**src/rtl/mem_port_arbiter.sv**
```systemverilog
// Arbiter for the shared single-port instruction/data memory: serialises fetch,
// LDRI/STR data and program-loader accesses, one in flight at a time.
module mem_port_arbiter #(
    parameter int unsigned AW         = 8,
    parameter int unsigned DW         = 16,
    parameter int unsigned RD_LAT     = 1,
    parameter int unsigned STARVE_MAX = 4
) (
    input  logic          clk,
    input  logic          rst,
    // fetch requester
    input  logic          f_req,
    input  logic [AW-1:0] f_addr,
    output logic          f_ack,
    output logic [DW-1:0] f_rdata,
    // data requester
    input  logic          d_req,
    input  logic          d_we,
    input  logic [AW-1:0] d_addr,
    input  logic [DW-1:0] d_wdata,
    output logic          d_ack,
    output logic [DW-1:0] d_rdata,
    // loader requester
    input  logic          l_req,
    input  logic [AW-1:0] l_addr,
    input  logic [DW-1:0] l_wdata,
    output logic          l_ack,
    // memory port
    output logic          mem_en,
    output logic          mem_we,
    output logic [AW-1:0] mem_addr,
    output logic [DW-1:0] mem_wdata,
    input  logic [DW-1:0] mem_rdata,
    // status
    output logic [1:0]    owner,
    output logic          busy
);

    localparam int unsigned SW = $clog2(STARVE_MAX + 1);

    localparam logic [SW-1:0] StarveMax = SW'(STARVE_MAX);
    localparam logic [1:0]    WaitLast  = 2'(RD_LAT - 1);

    localparam logic [1:0] OwnNone  = 2'b00;
    localparam logic [1:0] OwnFetch = 2'b01;
    localparam logic [1:0] OwnData  = 2'b10;
    localparam logic [1:0] OwnLoad  = 2'b11;

    typedef enum logic [1:0] {StIdle, StIssue, StWait, StDone} state_e;

    state_e        state_q, state_d;
    logic [1:0]    owner_q, owner_d;
    logic          we_q, we_d;
    logic [AW-1:0] addr_q, addr_d;
    logic [DW-1:0] wdata_q, wdata_d;
    logic [SW-1:0] starve_q, starve_d;
    logic [1:0]    wait_q, wait_d;
    logic [DW-1:0] f_rdata_q, f_rdata_d;
    logic [DW-1:0] d_rdata_q, d_rdata_d;
    logic          mem_en_q, mem_en_d;
    logic          mem_we_q, mem_we_d;
    logic          f_ack_q, f_ack_d;
    logic          d_ack_q, d_ack_d;
    logic          l_ack_q, l_ack_d;
    logic          busy_q, busy_d;
    logic [1:0]    grant;

    always_comb begin
        state_d   = state_q;
        owner_d   = owner_q;
        we_d      = we_q;
        addr_d    = addr_q;
        wdata_d   = wdata_q;
        starve_d  = starve_q;
        wait_d    = wait_q;
        f_rdata_d = f_rdata_q;
        d_rdata_d = d_rdata_q;
        mem_en_d  = 1'b0;
        mem_we_d  = 1'b0;
        grant     = OwnNone;

        unique case (state_q)
            StIdle: begin
                if (l_req || d_req || f_req) begin
                    // Data normally beats fetch unless fetch has lost STARVE_MAX times running.
                    if (l_req) begin
                        grant = OwnLoad;
                    end else if (d_req && !(f_req && starve_q == StarveMax)) begin
                        grant = OwnData;
                    end else begin
                        grant = OwnFetch;
                    end

                    if (f_req) begin
                        if (grant == OwnFetch) begin
                            starve_d = '0;
                        end else if (starve_q != StarveMax) begin
                            starve_d = starve_q + 1'b1;
                        end
                    end

                    unique case (grant)
                        OwnLoad: begin
                            addr_d  = l_addr;
                            wdata_d = l_wdata;
                            we_d    = 1'b1;
                        end
                        OwnData: begin
                            addr_d  = d_addr;
                            wdata_d = d_wdata;
                            we_d    = d_we;
                        end
                        default: begin
                            addr_d = f_addr;
                            we_d   = 1'b0;
                        end
                    endcase

                    owner_d  = grant;
                    mem_en_d = 1'b1;
                    mem_we_d = we_d;
                    state_d  = StIssue;
                end
            end
            StIssue: begin
                wait_d  = '0;
                state_d = we_q ? StDone : StWait;
            end
            StWait: begin
                if (wait_q == WaitLast) begin
                    if (owner_q == OwnFetch) begin
                        f_rdata_d = mem_rdata;
                    end else begin
                        d_rdata_d = mem_rdata;
                    end
                    state_d = StDone;
                end else begin
                    wait_d = wait_q + 1'b1;
                end
            end
            StDone: begin
                owner_d = OwnNone;
                state_d = StIdle;
            end
            default: state_d = StIdle;
        endcase

        // DONE is entered from ISSUE or WAIT only, so owner_q still names the requester.
        f_ack_d = (state_d == StDone) && (owner_q == OwnFetch);
        d_ack_d = (state_d == StDone) && (owner_q == OwnData);
        l_ack_d = (state_d == StDone) && (owner_q == OwnLoad);
        busy_d  = (state_d != StIdle);
    end

    always_ff @(posedge clk or posedge rst) begin
        if (rst) begin
            state_q   <= StIdle;
            owner_q   <= OwnNone;
            we_q      <= 1'b0;
            addr_q    <= '0;
            wdata_q   <= '0;
            starve_q  <= '0;
            wait_q    <= '0;
            f_rdata_q <= '0;
            d_rdata_q <= '0;
            mem_en_q  <= 1'b0;
            mem_we_q  <= 1'b0;
            f_ack_q   <= 1'b0;
            d_ack_q   <= 1'b0;
            l_ack_q   <= 1'b0;
            busy_q    <= 1'b0;
        end else begin
            state_q   <= state_d;
            owner_q   <= owner_d;
            we_q      <= we_d;
            addr_q    <= addr_d;
            wdata_q   <= wdata_d;
            starve_q  <= starve_d;
            wait_q    <= wait_d;
            f_rdata_q <= f_rdata_d;
            d_rdata_q <= d_rdata_d;
            mem_en_q  <= mem_en_d;
            mem_we_q  <= mem_we_d;
            f_ack_q   <= f_ack_d;
            d_ack_q   <= d_ack_d;
            l_ack_q   <= l_ack_d;
            busy_q    <= busy_d;
        end
    end

    assign f_ack     = f_ack_q;
    assign f_rdata   = f_rdata_q;
    assign d_ack     = d_ack_q;
    assign d_rdata   = d_rdata_q;
    assign l_ack     = l_ack_q;
    assign mem_en    = mem_en_q;
    assign mem_we    = mem_we_q;
    assign mem_addr  = addr_q;
    assign mem_wdata = wdata_q;
    assign owner     = owner_q;
    assign busy      = busy_q;

    ack_onehot: assert property (@(posedge clk) disable iff (rst) $onehot0({f_ack, d_ack, l_ack}));

endmodule
```
**config.mk**
```make
export PLATFORM = sky130hd
export DESIGN_NAME = mem_port_arbiter
export DESIGN_NICKNAME = d
export VERILOG_FILES = /design/src/rtl/mem_port_arbiter.sv
export SDC_FILE = /design/constraint.sdc
export NUM_CORES = 1
export LEC_CHECK = 0
export CORE_AREA = 2 2 115 83
export CTS_CLUSTER_SIZE = 30
export DETAILED_ROUTE_END_ITERATION = 16
export DIE_AREA = 0 0 117 85
export PLACE_DENSITY = 0.81
export SYNTH_ARGS = -nofsm -noshare
export SYNTH_HDL_FRONTEND = slang
export SYNTH_SLANG_ARGS = --single-unit
```
**constraint.sdc**
```tcl
create_clock -name clk -period 2.1 [get_ports clk]
set_input_delay 0.315 -clock clk [delete_from_list [all_inputs] [get_ports clk]]
set_output_delay 0.315 -clock clk [all_outputs]
set_load 0.05 [all_outputs]
```
==> metrics.md <==
| Metric | Value |
|---|---|
| Asr flop ratio synth | 1.00 |
| Clock Power Share | 0.175 |
| Layout cell share with drive strength beyond 1 | 0.159 |
| Crit path required time | around 1.8 ns |
| Setup CP Type | reg2out |
| Final Hold Fails | 0 |
| Post-Synthesis Cells | 295 |
| Post-synth EDFFs | 0 |
| CTS sink count | a little over 70 |
| Vias per inst | between 5 and 6 |
| Slowest-stage cell, CP | clkdlybuf4s50_1 |
| Max Cap Viol | 0 |
| Max incr delay on CP | around 0.86 ns |
| Routability cong. | approximately 0.8 |
| CP startpoint kind | register |
| Post-synth cell types | 38 |
| DR iter-0 viols | 120 |
| Pleak | 2.20 nW |
| Crit-path leading delay family | buffers and inverters |
| PortBufs | around 140 |
| Post-route ant nets | 0 |
| Most frequent cells in the layout | clkdlybuf4s50_1, dfrtp_1, a31oi_1 |
| CTS tree | done |
| Share of total power in combinational logic | 0.562 |
| Pin count of the biggest net entering global routing | 27 |
| Post-CTS resize count | 0 |
| Die Height | around 85 microns |
| Drt pass-1 iters | 4 |
| CTS max path bufs | 2 |
| Worst slew pin tran | about 0.56 ns |
| H-tree depth | 3 |
| Total Nets Final | 520 |
| Rows | 29 |
| Clk slew on worst S/H paths | approximately 0.06 ns |
| Full die area | around 0.01 sq mm |
| CTS Buf Count | 9 |
| Pwr Density | roughly 1800 mW/mm^2 |
| Syn Nets | 380 |
| Area Growth Syn to Fin | 55.4% |
| Placed Cells | approximately 550 |
| Final setup vio count | 0 |
| WL final | 8930 microns |
| Setup_tns | 0 ns |
| Clock skew | slightly below 0.004 ns |
| Cell Area, Synth | about 0.0034 sq mm |
| Vias in the first global route | between 2000 and 3000 |
| Initial antenna violation count | 0 |
| FILL cells | slightly above 700 |
| Worst flop-to-flop path startpoint | starve_q[0] |
| Initial Utilization | 0.380 |
| Final cell count without fillers | 564 |
| Final period utilization | 0.911 |
| Register area | approximately 0.0018 sq mm |
| Global Route Usage Sum | 0.187 |
| VDD IR-drop max | a little under 700 uV |
| Wire per inst | between 15 and 20 microns |
| Internal power | ~5 mW |
| Vias post-DR | around 2900 |
| Psw | around 4.3 mW |
| R2R Path End | mem_wdata[1] |
| Unrepaired setup endpoints after global routing | false |
| Root buf cell | clkbuf_16 |
| CP endpoint kind | output port |
| Detailed-route DRC error count | 0 |
| Sw Share | 0.459 |
| Global-route wire length before repair | 14500 microns |
| Core ar. | about 0.0089 sq mm |
| Ports | 142 |
| Fin. max-slew vios | 0 |
| GRT overflow | 0 |
| Clk Latency, worst-skew pair | about 0.33 ns |
| Tmin final | 1.91 ns |
| DP HPWL | 6800 microns |
| Status | complete, no violations |
| R2R setup slack | approximately 0.30 ns |
| Slew HR | 0.623 |
| WP buf/inv | 1 |
| R2r worst-path depth | 6 |
| Top_reg_cell synth | dfrtp_1 |
| CP Launch Point | owner[1] |
| Ant. Diodes | 0 |
| Register area share after synthesis | 0.534 |
| Synth top area share | 0.534 |
| Top cells by area, synth | dfrtp_1, mux2_2, a31oi_1 |
| Cell taking the most area after synthesis | dfrtp_1 |
| Area taken by multi-input logic gates | 0.00138 sq mm |
| Peak Freq | ~520 MHz |
| Die X | 117 microns |
| CP Max Fanout | 5 |
| Ys Warns | 0 |
| Sequential Power Share | 0.263 |
| Cells along the critical path | clkdlybuf4s50_1 |
| Post-CTS Repair Setup Buffers | 0 |
| Syn avg cell area | between 10 and 15 sq um |
| Commonest non-fill, non-tap cell in the layout | clkdlybuf4s50_1 |
| Seq cells post-synth | between 70 and 80 |
| Worst Hold Class | in2async |
| Cts hold-fix bufs | 0 |
| Critical Path AT | between 1.5 and 2 ns |
how the worst max path moves through the flow:
| stage | to | slack, ns | depth (start not counted) |
|---|---|---|---|
| after global routing | mem_wdata[15] | 0.13 | 6 |
| after CTS | owner[1] | 0.17 | 1 |
| after global placement | owner[1] | 0.25 | 5 |
| after detailed placement | owner[1] | 0.17 | 6 |
| final | owner[1] | 0.19 | 1 |
| after floorplan | d_rdata[0] | 0.27 | 4 |
cells by family after synthesis:
group,after synthesis,synth area share
buffers and inverters,36,0.0582
AO/OA/AOI/OAI,82,0.152
AND/OR/NAND/NOR,58,0.0990
multiplexers,40,0.131
flip-flops,72,0.534
adder cells (fa/ha/maj),7,0.0260
sequential cells by signal (all words and copies together), names as in the netlist:
| name | flops |
|---|---|
| mem_en | 1 |
| f_rdata | 16 |
| we_q | 1 |
| wait_q | 2 |
| f_ack | 1 |
| state_q | 2 |
| mem_addr | 8 |
| mem_we | 1 |
| busy | 1 |
| owner | 2 |
| d_ack | 1 |
| mem_wdata | 16 |
| l_ack | 1 |
| starve_q | 3 |
| d_rdata | 16 |
metrics by stage:
step                      power, mW  instance area (sq um)  hold slack [ns]  setup slack [ns]   util
after floorplan                5.93                   3380            0.449             0.269      -
after global placement         7.57                   4920            0.457             0.246  0.554
after detailed placement       7.70                   4920            0.467             0.169  0.554
after CTS                      9.37                   5240            0.390             0.168  0.590
after global routing           9.74                   5240            0.425             0.131  0.590
final                          9.28                   5240            0.385             0.187  0.590
final cells by class:
type	instances	area share
Multi-Input combinational cell	187	0.263
Tap cell	124	0.0296
Clock inverter	7	0.0184
Timing Repair Buffer	155	0.294
Clock buffer	9	0.0430
Inverter	10	0.00788
Sequential cell	72	0.344
synth_stat cells, types with 4 or more instances:
cell      number
dfrtp_1       72
mux2i_1        8
ha_1           7
a21oi_1       11
a31oi_1       34
inv_1         10
clkbuf_1      10
buf_6          5
buf_4          4
nand3_1       17
mux2_2        32
buf_2          6
o31ai_1       10
nand2_1       13
and3_1        11
o21ai_0       18
metal layers:
layer	vias to the layer above	global-route usage	part of all wire
met3	12	0.0650	0.075
met4	0	0.0556	0.012
met1	1395	0.229	0.42
met2	110	0.314	0.49
met5	-	0	0
li1	1373	-	-
power groups by stage:
stage	clock network, mW	registers [mW]	logic (mW)
after CTS	1.67	2.45	5.25
after global placement	0	2.42	5.14
final	1.62	2.44	5.21
after detailed placement	0	2.46	5.24
after global routing	1.72	2.52	5.49
after floorplan	0	4.51	1.42
No activity file was read; power rests on OpenSTA's default activity.
